==> src/rtl/avalon_sram_ctrl.sv <==
// Avalon-MM responder that serves 32-bit word requests from an asynchronous 16-bit SRAM.
// Each word is split into a low and a high halfword access; waitrequest stalls the host until done.
module avalon_sram_ctrl #(
    parameter int SRAM_AW       = 18,
    parameter int ACCESS_CYCLES = 2
) (
    input  logic               clk,
    input  logic               rst,
    input  logic               avn_read,
    input  logic               avn_write,
    input  logic [31:0]        avn_address,
    input  logic [3:0]         avn_byte_enable,
    input  logic [31:0]        avn_writedata,
    output logic [31:0]        avn_readdata,
    output logic               avn_waitrequest,
    output logic [SRAM_AW-1:0] sram_addr,
    output logic [15:0]        sram_dq_write,
    input  logic [15:0]        sram_dq_read,
    output logic               sram_dq_en,
    output logic               sram_ce_n,
    output logic               sram_oe_n,
    output logic               sram_we_n,
    output logic               sram_lb_n,
    output logic               sram_ub_n
);
    localparam int            PW         = $clog2(ACCESS_CYCLES);
    localparam logic [PW-1:0] PHASE_LAST = PW'(ACCESS_CYCLES - 1);

    localparam logic [1:0] ST_IDLE = 2'd0;
    localparam logic [1:0] ST_LOW  = 2'd1;
    localparam logic [1:0] ST_HIGH = 2'd2;
    localparam logic [1:0] ST_DONE = 2'd3;

    logic [1:0]         state_reg, state_next;
    logic [PW-1:0]      phase_reg, phase_next;
    logic [SRAM_AW-2:0] word_reg, word_next;
    logic [31:0]        wdata_reg, wdata_next;
    logic [3:0]         be_reg, be_next;
    logic               write_reg, write_next;
    logic [31:0]        rdata_reg, rdata_next;

    logic               in_phase;
    logic               upper_half;
    logic               last_phase;
    logic               write_phase;
    logic               read_phase;
    logic [1:0]         half_be;
    logic [1:0]         lane_on;
    logic               unused_addr_bits;

    // Only the word-address bits that reach the SRAM are latched.
    assign unused_addr_bits = ^{avn_address[31:SRAM_AW+1], avn_address[1:0]};

    assign in_phase    = (state_reg == ST_LOW) || (state_reg == ST_HIGH);
    assign upper_half  = (state_reg == ST_HIGH);
    assign last_phase  = (phase_reg == PHASE_LAST);
    assign write_phase = in_phase && write_reg;
    assign read_phase  = in_phase && !write_reg;

    always_comb begin
        state_next = state_reg;
        phase_next = phase_reg;
        word_next  = word_reg;
        wdata_next = wdata_reg;
        be_next    = be_reg;
        write_next = write_reg;
        rdata_next = rdata_reg;
        case (state_reg)
            ST_IDLE: begin
                if (avn_read || avn_write) begin
                    word_next  = avn_address[SRAM_AW:2];
                    wdata_next = avn_writedata;
                    be_next    = avn_byte_enable;
                    write_next = avn_write;
                    phase_next = '0;
                    // Writes skip any halfword whose byte enables are all clear.
                    if (!avn_write || (avn_byte_enable[1:0] != 2'b00)) begin
                        state_next = ST_LOW;
                    end else if (avn_byte_enable[3:2] != 2'b00) begin
                        state_next = ST_HIGH;
                    end else begin
                        state_next = ST_DONE;
                    end
                end
            end
            ST_LOW, ST_HIGH: begin
                if (last_phase) begin
                    phase_next = '0;
                    if (!write_reg) begin
                        if (upper_half) begin
                            rdata_next[31:16] = sram_dq_read;
                        end else begin
                            rdata_next[15:0] = sram_dq_read;
                        end
                    end
                    if (upper_half || (write_reg && (be_reg[3:2] == 2'b00))) begin
                        state_next = ST_DONE;
                    end else begin
                        state_next = ST_HIGH;
                    end
                end else begin
                    phase_next = phase_reg + 1'b1;
                end
            end
            default: begin
                state_next = ST_IDLE;
            end
        endcase
    end

    always_ff @(posedge clk or posedge rst) begin
        if (rst) begin
            state_reg <= ST_IDLE;
            phase_reg <= '0;
            word_reg  <= '0;
            wdata_reg <= '0;
            be_reg    <= '0;
            write_reg <= 1'b0;
            rdata_reg <= '0;
        end else begin
            state_reg <= state_next;
            phase_reg <= phase_next;
            word_reg  <= word_next;
            wdata_reg <= wdata_next;
            be_reg    <= be_next;
            write_reg <= write_next;
            rdata_reg <= rdata_next;
        end
    end

    // Pad strobes come purely from registered state so the SRAM never sees host-side glitches.
    assign half_be = upper_half ? be_reg[3:2] : be_reg[1:0];

    genvar gi;
    generate
        for (gi = 0; gi < 2; gi++) begin : g_lane
            assign lane_on[gi] = read_phase || (write_phase && half_be[gi]);
        end
    endgenerate

    assign sram_addr     = in_phase ? {word_reg, upper_half} : '0;
    assign sram_dq_write = write_phase ? (upper_half ? wdata_reg[31:16] : wdata_reg[15:0]) : 16'h0000;
    assign sram_dq_en    = write_phase;
    assign sram_ce_n     = ~in_phase;
    assign sram_oe_n     = ~read_phase;
    // The final phase cycle releases we_n while address and data are still held.
    assign sram_we_n     = ~(write_phase && !last_phase);
    assign sram_lb_n     = ~lane_on[0];
    assign sram_ub_n     = ~lane_on[1];

    assign avn_waitrequest = (state_reg != ST_DONE);
    assign avn_readdata    = (state_reg == ST_DONE) ? rdata_reg : 32'h0000_0000;

endmodule

==> config.mk <==
export PLATFORM = sky130hd
export DESIGN_NAME = avalon_sram_ctrl
export DESIGN_NICKNAME = d
export VERILOG_FILES = /design/src/rtl/avalon_sram_ctrl.sv
export SDC_FILE = /design/constraint.sdc
export NUM_CORES = 1
export LEC_CHECK = 0
export CAP_MARGIN = 10
export CORE_UTILIZATION = 47
export CTS_CLUSTER_SIZE = 16
export DETAILED_ROUTE_END_ITERATION = 7
export PLACE_DENSITY = 0.94
export SYNTH_ARGS = -nofsm -noshare
export SYNTH_HDL_FRONTEND = slang
export SYNTH_SLANG_ARGS = --single-unit
==> constraint.sdc <==
create_clock -name clk -period 8.46 [get_ports clk]
set_input_delay 1.692 -clock clk [delete_from_list [all_inputs] [get_ports clk]]
set_output_delay 1.692 -clock clk [all_outputs]
set_load 0.02 [all_outputs]
==> results of run 1 <==
==> per-layer routing <==
| metal | part of all wire | global-route usage |
|---|---|---|
| met1 | 0.39 | 0.246 |
| met2 | 0.51 | 0.367 |
| met3 | 0.078 | 0.0734 |
| met4 | 0.022 | 0.0745 |
| met5 | 0 | 0 |
==> worst max path at each step <==
stage                                  to  slack, ns
finish                          sram_we_n       3.35
detailed placement              sram_we_n       3.72
global placement                sram_we_n       3.80
CTS                             sram_we_n       3.34
global route                    sram_we_n       3.16
floorplan           be_reg[0]$_DFFE_PP0P_       4.46
==> metrics by stage <==
stage	util	area, um^2	total power, W
after floorplan	-	4090	0.00154
after global placement	0.677	5620	0.00197
after detailed placement	0.677	5620	0.00202
after CTS	0.706	5860	0.00237
after global routing	0.709	5890	0.00250
final	0.709	5890	0.00235
==> Yosys cell counts <==
cell and n:
or3_1 1, ha_1 4, o21ai_0 4, nand4b_2 1, buf_2 7, and2_1 49, dfrtp_1 89, nor2_1 17
nor3b_4 1, nand2b_1 1, a2111o_1 1, nor3b_1 3, inv_1 6, nor2b_1 1, buf_6 1, nand2_1 8
o211ai_1 1, mux2i_1 18, o21ai_2 1, buf_1 1, or2_2 2, mux2_2 86, a21oi_1 1, clkbuf_1 5
nand2b_4 1, buf_4 2
==> logic make-up (layout without fill, tap and decap cells) <==
logic type / after synthesis / after routing / synth area share
AOI/OAI and AO/OA: 8 / 8 / 0.0129
buffers and inverters: 22 / 171 / 0.0260
and+or+nand+nor: 85 / 85 / 0.123
DFF: 89 / 89 / 0.545
adders and majority gates: 4 / 4 / 0.0122
muxes: 104 / 104 / 0.281
==> power breakdown <==
part | total (W) | leakage (nW) | switching, W | internal (W)
clock | 0.000343 | 0.115 | 0.000147 | 0.000196
sequential | 0.000753 | 1.04 | 0.000107 | 0.000646
combinational | 0.00126 | 1.28 | 0.000595 | 0.000661
total | 0.00235 | 2.44 | 0.000850 | 0.00150
==> cell type report <==
| cell class | count | area (um^2) | area share |
|---|---|---|---|
| Tap cell | 105 | 131 | 0.0223 |
| Clock inverter | 7 | 119 | 0.0202 |
| Inverter | 6 | 23.8 | 0.00404 |
| Clock buffer | 9 | 124 | 0.0210 |
| Sequential cell | 89 | 2230 | 0.378 |
| Timing Repair Buffer | 149 | 1500 | 0.255 |
| Multi-Input combinational cell | 201 | 1760 | 0.299 |
==> worst reg2reg max path, stage by stage, from the launching register on <==
cell and delay [ns]:
dfrtp_1 0.42, inv_1 0.07, ha_1 0.82, nand2b_4 0.11, nor3b_4 0.73, mux2_2 0.43
==> impl_results.md, run 1 <==
* Layout Nets at 548
* Setup Viol. Count Final at 0
* Mapped Nets at 404
* HP Start: rdata_reg[29]$_DFFE_PP0P_
* Leading cell types in the layout, fill and taps excluded: clkdlybuf4s50_1, dfrtp_1, mux2_2
* WL/cell at ~16 um
* Max cap viols at 0
* Max clock buf depth at 2
* RR Startpoint: state_reg[1]$_DFFE_PP0P_
* Antenna Cells at 0
* Origin of the worst setup path: state_reg[1]$_DFFE_PP0P_
* R2R Setup Slk at roughly 5.8 ns
* CP bufs+invs at 2
* RSZ-0062 raised after global routing: false
* Post-CTS Hold Fix Bufs at 0
* Crit path kind: reg -> out
* Router iterations before antenna repair at 4
* GRT Total Usage at 0.213
* Max Fanout on Critical Path at 26
* Die Wd at around 95 um
* Syn avg cell area at around 13 um^2
* Initial Util at 0.492
* GP Congestion at between 0.7 and 0.8
* R2R cell count at 5
* DR vias at around 2900
* Clock Skews at 0.00932 ns
* Max Slew Vio Count at 0
* DP HPWL at around 6.4 mm
* Worst slew pin tran at 0.934 ns
* Synth area leaders: dfrtp_1, mux2_2, and2_1
* CTS Buf Count at 9
* Clk pin slew, worst setup/hold paths at around 0.090 ns
* DRC viols at 0
* Top Ports at approximately 160
* Worst path cell trace: inv_1, ha_1, nand2_1, or2_2, clkdlybuf4s50_1
* Worst path arrival time at 3.41 ns
* FILL cells at 614
* CP Capture Type: output port
* I/O Buffers at approximately 150
* Fmax achieved at between 150 and 200 MHz
* Antenna violations before repair at 0
* Final non-filler cell total at about 570
* Die Y at between 90 and 100 um
* Setup TNS at 0 ns
* Critical Path Stages at 5
* Max incr delay on CP at roughly 0.82 ns
* H-tree Lvls at 3
* Cell family with most CP delay: simple AND/OR/NAND/NOR gates
* Routed WL at roughly 9 mm
* Outcome: finished clean
* Vias in the first global route at 3053
* Clk Latency, worst-skew pair at about 0.34 ns
* Top cell type's share of synthesized area at 0.545
* Tcrit/Tclk final at 0.604
* R2R Path End: rdata_reg[3]$_DFFE_PP0P_
* Largest net degree at the start of global routing at 90
* P per Cell Area at ~400 nW/um^2
* Post_cts resized at 0
* Lkg Pwr at between 2 and 2.5 nW
* Max_slew headroom at 0.377
* Core area at 8300 um^2
* Period minus WS final at 5.11 ns
* CTS tree: yes
* Cells after Synth at about 310
* Hold Crit Class: reg -> reg
* Post-placement setup slack at between 3 and 4 ns
* Clk sinks at 89
* Most common cell after layout, fill and taps aside: clkdlybuf4s50_1
* Antenna viol nets, final at 0
* Seq cells post-synth at slightly below 90
* Layout cells sized above 1 at 0.245
* Critical path required time at 6.77 ns
* # rows at 33
* Critical path's slowest cell: ha_1
* Seq/Total Area, Yosys at 0.545
* Setup repair bufs after CTS at 0
* GRT overflow at 0
* Worst hold slack at about 0.5 ns
* Die area at 9070 um^2
* Library cells used by synthesis at 26
* Max rail drop VDD at roughly 0.21 mV
* Critical Path Start Type: flip-flop
* Hold path cells at 1
* Hold EP: rdata_reg[29]$_DFFE_PP0P_
* Global-route wire length before repair at ~15 mm
* Dominant cell type by area after synthesis: dfrtp_1
* Final hold vios at 0
* Netlist Area Pre-Place at between 4000 and 5000 um^2
* Area delta synth->final at 44.1%
* Ys Warns at 0
* Placed instance count at between 500 and 600
* PnR worst setup slack at about 3.4 ns
* Average vias per placed instance at 5.08
* Initial DRC count at 91
* Root Buffer: clkbuf_8
No activity file was read; power rests on OpenSTA's default activity.
==> run 2, diff against run 1 <==
- CORE_UTILIZATION: 47 -> 44
- PLACE_DENSITY: 0.94 -> 0.89
- clock period: 8.46 -> 4.7 ns (I/O delays scaled with it)
==> impl_results.md, run 2 (same netlist as run 1, synthesis figures left out) <==
* Routed WL at 8.71 mm (was 9.04 mm)
* Metal-1 WL at 3.67 mm (was 3.52 mm)
* Final hold vios at 0 (unchanged)
* Antenna Cells at 0 (unchanged)
* I/O Buffers at 145 (unchanged)
* Max clock buf depth at 2 (unchanged)
* DP HPWL at 6.32 mm (was 6.37 mm)
* Fmax achieved at 246 MHz
* Layout cells sized above 1 at 0.245 (unchanged)
* FILL cells at 685 (was 614)
* Antenna violations before repair at 0 (unchanged)
* Core area at 8850 um^2 (was 8300 um^2)
* Antenna viol nets, final at 0 (unchanged)
* # rows at 34 (was 33)
* GRT overflow at 0 (unchanged)
* Top Layer Used: met4 (unchanged)
* Area delta synth->final at 43.2% (was 44.1%)
* Router iterations before antenna repair at 8 (was 4)
* Max rail drop VDD at 0.382 mV (was 0.208 mV)
* Clock network fraction of total power at 0.139 (was 0.146)
* Vias in the first global route at 3072 (was 3053)
* Die area at 9680 um^2 (was 9070 um^2)
* Placed instance count at 553 (was 549)
* Initial Util at 0.462 (was 0.492)
* Worst slew pin tran at 0.963 ns (was 0.934 ns)
* Critical path's slowest cell: ha_1 (unchanged)
* Initial DRC count at 83 (was 91)
* Met2 WL at 4.31 mm (was 4.61 mm)
* H-tree Lvls at 3 (unchanged)
* Setup repair bufs after CTS at 0 (unchanged)
* DRC viols at 9 (was 0)
* RSZ-0062 raised after global routing: false (unchanged)
* GRT Total Usage at 0.192 (was 0.213)
* CTS tree: yes (unchanged)
* Max Fanout on Critical Path at 26 (unchanged)
* DR vias at 2844 (was 2878)
* Sequential share of power at 0.323 (was 0.320)
* Max incr delay on CP at 0.80 ns (was 0.82 ns)
* Max cap viols at 0 (unchanged)
* Average vias per placed instance at 5.00 (was 5.08)
* Critical path required time at 3.76 ns (was 6.77 ns)
* Lkg Pwr at 2.42 nW (was 2.44 nW)
* Area of the multi-input gates at 1760 um^2 (unchanged)
* Post-Place Cell Area at 5630 um^2 (was 5620 um^2)
* Worst path cell trace: inv_1, ha_1, nand2_1, buf_4, or2_2, clkdlybuf4s50_1 (was inv_1, ha_1, nand2_1, or2_2, clkdlybuf4s50_1)
* Combinational share of power at 0.538 (was 0.534)
* Max_slew headroom at 0.358 (was 0.377)
* Register Area at 2230 um^2 (unchanged)
* WL/cell at 15.3 um (was 16.0 um)
* Layout Nets at 548 (unchanged)
* Hold Crit Class: reg -> reg (unchanged)
* Violated checks: design-rule violations
* P per Cell Area at 714 nW/um^2 (was 400 nW/um^2)
* Root Buffer: clkbuf_8 (unchanged)
* Outcome: finished, violations left (was finished clean)
* Top Ports at 161 (unchanged)
* Clk sinks at 89 (unchanged)
* Clk Latency, worst-skew pair at 0.34 ns (about the same)
* Largest net degree at the start of global routing at 58 (was 90)
* Final non-filler cell total at 569 (was 566)
* Clk pin slew, worst setup/hold paths at 0.09 ns (about the same)
* Setup Viol. Count Final at 0 (unchanged)
* Most common cell after layout, fill and taps aside: clkdlybuf4s50_1 (unchanged)
* Post-CTS Hold Fix Bufs at 0 (unchanged)
* Period minus WS final at 4.07 ns
* Crit path kind: reg -> out (unchanged)
* Critical Path Start Type: flip-flop (unchanged)
* Leading cell types in the layout, fill and taps excluded: clkdlybuf4s50_1, dfrtp_1, mux2_2 (unchanged)
* CP Capture Type: output port (unchanged)
* CTS Buf Count at 9 (unchanged)
* Post_cts resized at 0 (unchanged)
* Net Sw Power at 0.00152 W (was 0.000850 W)
* Die Y at 98.4 um (was 95.2 um)
* Met3 wire len at 643 um (was 703 um)
* Die Wd at 98.4 um (was 95.2 um)
* Max Slew Vio Count at 0 (unchanged)
* Worst path arrival time at 3.13 ns (was 3.41 ns)
* P_int at 0.00266 W (was 0.00150 W)
* GP Congestion at 0.706 (was 0.774)
* Setup TNS at 0 ns (unchanged)
* Global-route wire length before repair at 14.8 mm (was 14.6 mm)
* Tcrit/Tclk final at 0.866
* Post-route design area at 5850 um^2 (was 5890 um^2)
* Switching Fraction at 0.364 (was 0.361)
* Clock Skews at 0.00777 ns (was 0.00932 ns)
run 2: cell types whose count changed in the layout (fill, tap and decap cells not counted):
cell and change:
inv_6 +2, buf_16 -1, buf_4 +1, bufinv_16 -1, clkinv_2 -1
run 2: final cells by class:
cell class / instances / area share
Timing Repair Buffer: 149 / 0.253
Inverter: 6 / 0.00406
Sequential cell: 89 / 0.381
Clock inverter: 7 / 0.0173
Clock buffer: 9 / 0.0212
Tap cell: 108 / 0.0231
Multi-Input combinational cell: 201 / 0.301
run 2: critical path: cells and delay by family (launching register included):
kind	cells	cell delay (ns)
flip-flops	1	0.41
buffers and inverters	3	0.92
adder cells (fa/ha/maj)	1	0.80
AND/OR/NAND/NOR	2	0.65
run 2: power by group through the flow:
stage               sequential [W]  clock [W]  combinational [W]
finish                     0.00135   0.000580            0.00225
CTS                        0.00135   0.000599            0.00228
global placement           0.00134          0            0.00222
global route               0.00141   0.000631            0.00242
floorplan                  0.00130          0            0.00147
detailed placement         0.00137          0            0.00227
run 2: per-stage QoR:
stage | worst slack [ns] | total power, W | util | hold WS, ns
after CTS | 0.559 | 0.00423 | 0.661 | 0.508
after detailed placement | 0.954 | 0.00365 | 0.636 | 0.486
after global routing | 0.395 | 0.00446 | 0.661 | 0.516
final | 0.631 | 0.00418 | 0.661 | 0.504
after floorplan | 1.45 | 0.00277 | - | 0.470
after global placement | 1.03 | 0.00356 | 0.636 | 0.478
run 2: worst paths after layout:
path                                       endpoint                      from  slack, ns  cells past startpoint
max                                       sram_we_n  state_reg[1]$_DFFE_PP0P_       0.63                      6
min                         word_reg[9]$_DFFE_PP0P_   word_reg[9]$_DFFE_PP0P_       0.50                      1
max reg2reg                rdata_reg[3]$_DFFE_PP0P_  state_reg[1]$_DFFE_PP0P_       2.03                      5
min reg2reg                 word_reg[9]$_DFFE_PP0P_   word_reg[9]$_DFFE_PP0P_       0.50                      1
max in group asynchronous  wdata_reg[9]$_DFFE_PP0P_                       rst       2.62                      3
min in group asynchronous  rdata_reg[6]$_DFFE_PP0P_                       rst       1.10                      2
run 2: metal layers:
metal / vias to the layer above / track usage
li1: 1342 / -
met1: 1386 / 0.241
met2: 105 / 0.324
met3: 11 / 0.0537
met4: 0 / 0.0597
met5: - / 0
==> run 3, diff against run 2 <==
- CTS_CLUSTER_SIZE: 16 -> 8
- REMOVE_ABC_BUFFERS: unset -> 1
==> impl_results.md, run 3 (same netlist as run 1, synthesis figures left out) <==
* Antenna violations before repair at 0 (unchanged)
* Die area at 9680 um^2 (unchanged)
* Outcome: finished, violations left (unchanged)
* Post_cts resized at 0 (unchanged)
* Max rail drop VDD at 0.422 mV (was 0.382 mV)
* WL/cell at 15.2 um (was 15.3 um)
* Violated checks: design-rule violations (unchanged)
* Fmax achieved at 237 MHz (was 246 MHz)
* Clock Skews at 0.00923 ns (was 0.00777 ns)
* Met3 usage at 0.0444 (was 0.0537)
* GRT Total Usage at 0.188 (was 0.192)
* Critical Path Start Type: flip-flop (unchanged)
* Final non-filler cell total at 568 (was 569)
* Average vias per placed instance at 5.02 (was 5.00)
* Period minus WS final at 4.22 ns (was 4.07 ns)
* RSZ-0062 raised after global routing: false (unchanged)
* Antenna viol nets, final at 0 (unchanged)
* Clk pin slew, worst setup/hold paths at 0.08 ns (was 0.09 ns)
* Met1 Use GR at 0.230 (was 0.241)
* Setup Viol. Count Final at 0 (unchanged)
* GP Congestion at 0.806 (was 0.706)
* Initial Util at 0.462 (unchanged)
* Clk sinks at 89 (unchanged)
* Worst path arrival time at 3.28 ns (was 3.13 ns)
* Final core utilization at 0.656 (was 0.661)
* Router iterations before antenna repair at 8 (unchanged)
* Root Buffer: clkbuf_8 (unchanged)
* Worst slew pin tran at 0.920 ns (was 0.963 ns)
* Max Fanout on Critical Path at 26 (unchanged)
* Global-route wire length before repair at 14.4 mm (was 14.8 mm)
* Hold Crit Class: reg -> reg (unchanged)
* Antenna Cells at 0 (unchanged)
* Routed WL at 8.65 mm (was 8.71 mm)
* Vias in the first global route at 3025 (was 3072)
* Final total power at 0.00407 W (was 0.00418 W)
* Clk Latency, worst-skew pair at 0.35 ns (was 0.34 ns)
* H-tree Lvls at 3 (unchanged)
* Core area at 8850 um^2 (unchanged)
* Max Slew Vio Count at 0 (unchanged)
* Area delta synth->final at 41.9% (was 43.2%)
* Critical path's slowest cell: ha_1 (unchanged)
* Die Wd at 98.4 um (unchanged)
* Max cap viols at 0 (unchanged)
* Final hold vios at 0 (unchanged)
* Lkg Pwr at 2.40 nW (was 2.42 nW)
* Critical path required time at 3.76 ns (about the same)
* I/O Buffers at 145 (unchanged)
* Die Y at 98.4 um (unchanged)
* # rows at 34 (unchanged)
* Gr busiest metal: met2 (unchanged)
* Layout Nets at 547 (was 548)
* Initial DRC count at 82 (was 83)
* Most common cell after layout, fill and taps aside: clkdlybuf4s50_1 (unchanged)
* Met2 Use GR at 0.331 (was 0.324)
* DRC viols at 12 (was 9)
* Max_slew headroom at 0.387 (was 0.358)
* Crit path kind: reg -> out (unchanged)
* Max clock buf depth at 2 (unchanged)
* Setup TNS at 0 ns (unchanged)
* Largest net degree at the start of global routing at 55 (was 58)
* Leading cell types in the layout, fill and taps excluded: clkdlybuf4s50_1, dfrtp_1, mux2_2 (unchanged)
* CP Capture Type: output port (unchanged)
* Top Ports at 161 (unchanged)
* Layout cells sized above 1 at 0.243 (was 0.245)
* CTS Buf Count at 9 (unchanged)
* Placed instance count at 552 (was 553)
* DP HPWL at 6.25 mm (was 6.32 mm)
* Max incr delay on CP at 0.77 ns (was 0.80 ns)
* CTS tree: yes (unchanged)
* Tcrit/Tclk final at 0.898 (was 0.866)
* Setup repair bufs after CTS at 0 (unchanged)
* Worst path cell trace: inv_1, ha_1, nand2_1, or2_2, clkdlybuf4s50_1 (was inv_1, ha_1, nand2_1, buf_4, or2_2, clkdlybuf4s50_1)
* P per Cell Area at 701 nW/um^2 (was 714 nW/um^2)
* DR vias at 2854 (was 2844)
* Post-CTS Hold Fix Bufs at 0 (unchanged)
* GRT overflow at 0 (unchanged)
==> run 3: area by class of cell <==
class	instances	area, um^2
multi-input cells	201	1760
flip-flops and latches	89	2230
repair buffers	148	1470
well taps	108	135
clock buffers	10	138
fillers	697	3050
clock inverters	6	42.5
inverters	6	23.8
==> run 3: per-stage QoR <==
step | area (um^2) | setup slack, ns | hold slack [ns]
after floorplan | 4000 | 1.45 | 0.471
after global placement | 5620 | 0.810 | 0.478
after detailed placement | 5620 | 0.804 | 0.485
after CTS | 5800 | 0.413 | 0.506
after global routing | 5800 | 0.184 | 0.519
final | 5800 | 0.482 | 0.503
==> run 3: final timing paths <==
path	from	to	slack, ns	cells past startpoint
setup / recovery	state_reg[1]$_DFFE_PP0P_	sram_we_n	0.48	5
hold / removal	rdata_reg[14]$_DFFE_PP0P_	rdata_reg[14]$_DFFE_PP0P_	0.50	1
setup reg to reg	state_reg[1]$_DFFE_PP0P_	rdata_reg[5]$_DFFE_PP0P_	2.04	5
hold reg to reg	rdata_reg[14]$_DFFE_PP0P_	rdata_reg[14]$_DFFE_PP0P_	0.50	1
max in group asynchronous	rst	wdata_reg[4]$_DFFE_PP0P_	2.63	3
min in group asynchronous	rst	wdata_reg[25]$_DFFE_PP0P_	1.07	2
==> run 3: layer usage <==
layer,wire (um),part of all wire
met2,4420,0.51
met1,3550,0.41
met4,56,0.0065
met3,621,0.072
met5,0,0
==> run 3: worst max-delay path: cells and delay by family, from the launching register on <==
kind | cells | cell delay [ns]
adders and majority gates | 1 | 0.77
DFF | 1 | 0.42
buffers and inverters | 2 | 0.62
and+or+nand+nor | 2 | 1.13
==> run 3: power breakdown <==
group / internal [W] / total [W] / switching (W)
clock network: 0.000208 / 0.000477 / 0.000269
registers: 0.00116 / 0.00135 / 0.000189
logic: 0.00119 / 0.00224 / 0.00105
total: 0.00256 / 0.00407 / 0.00151
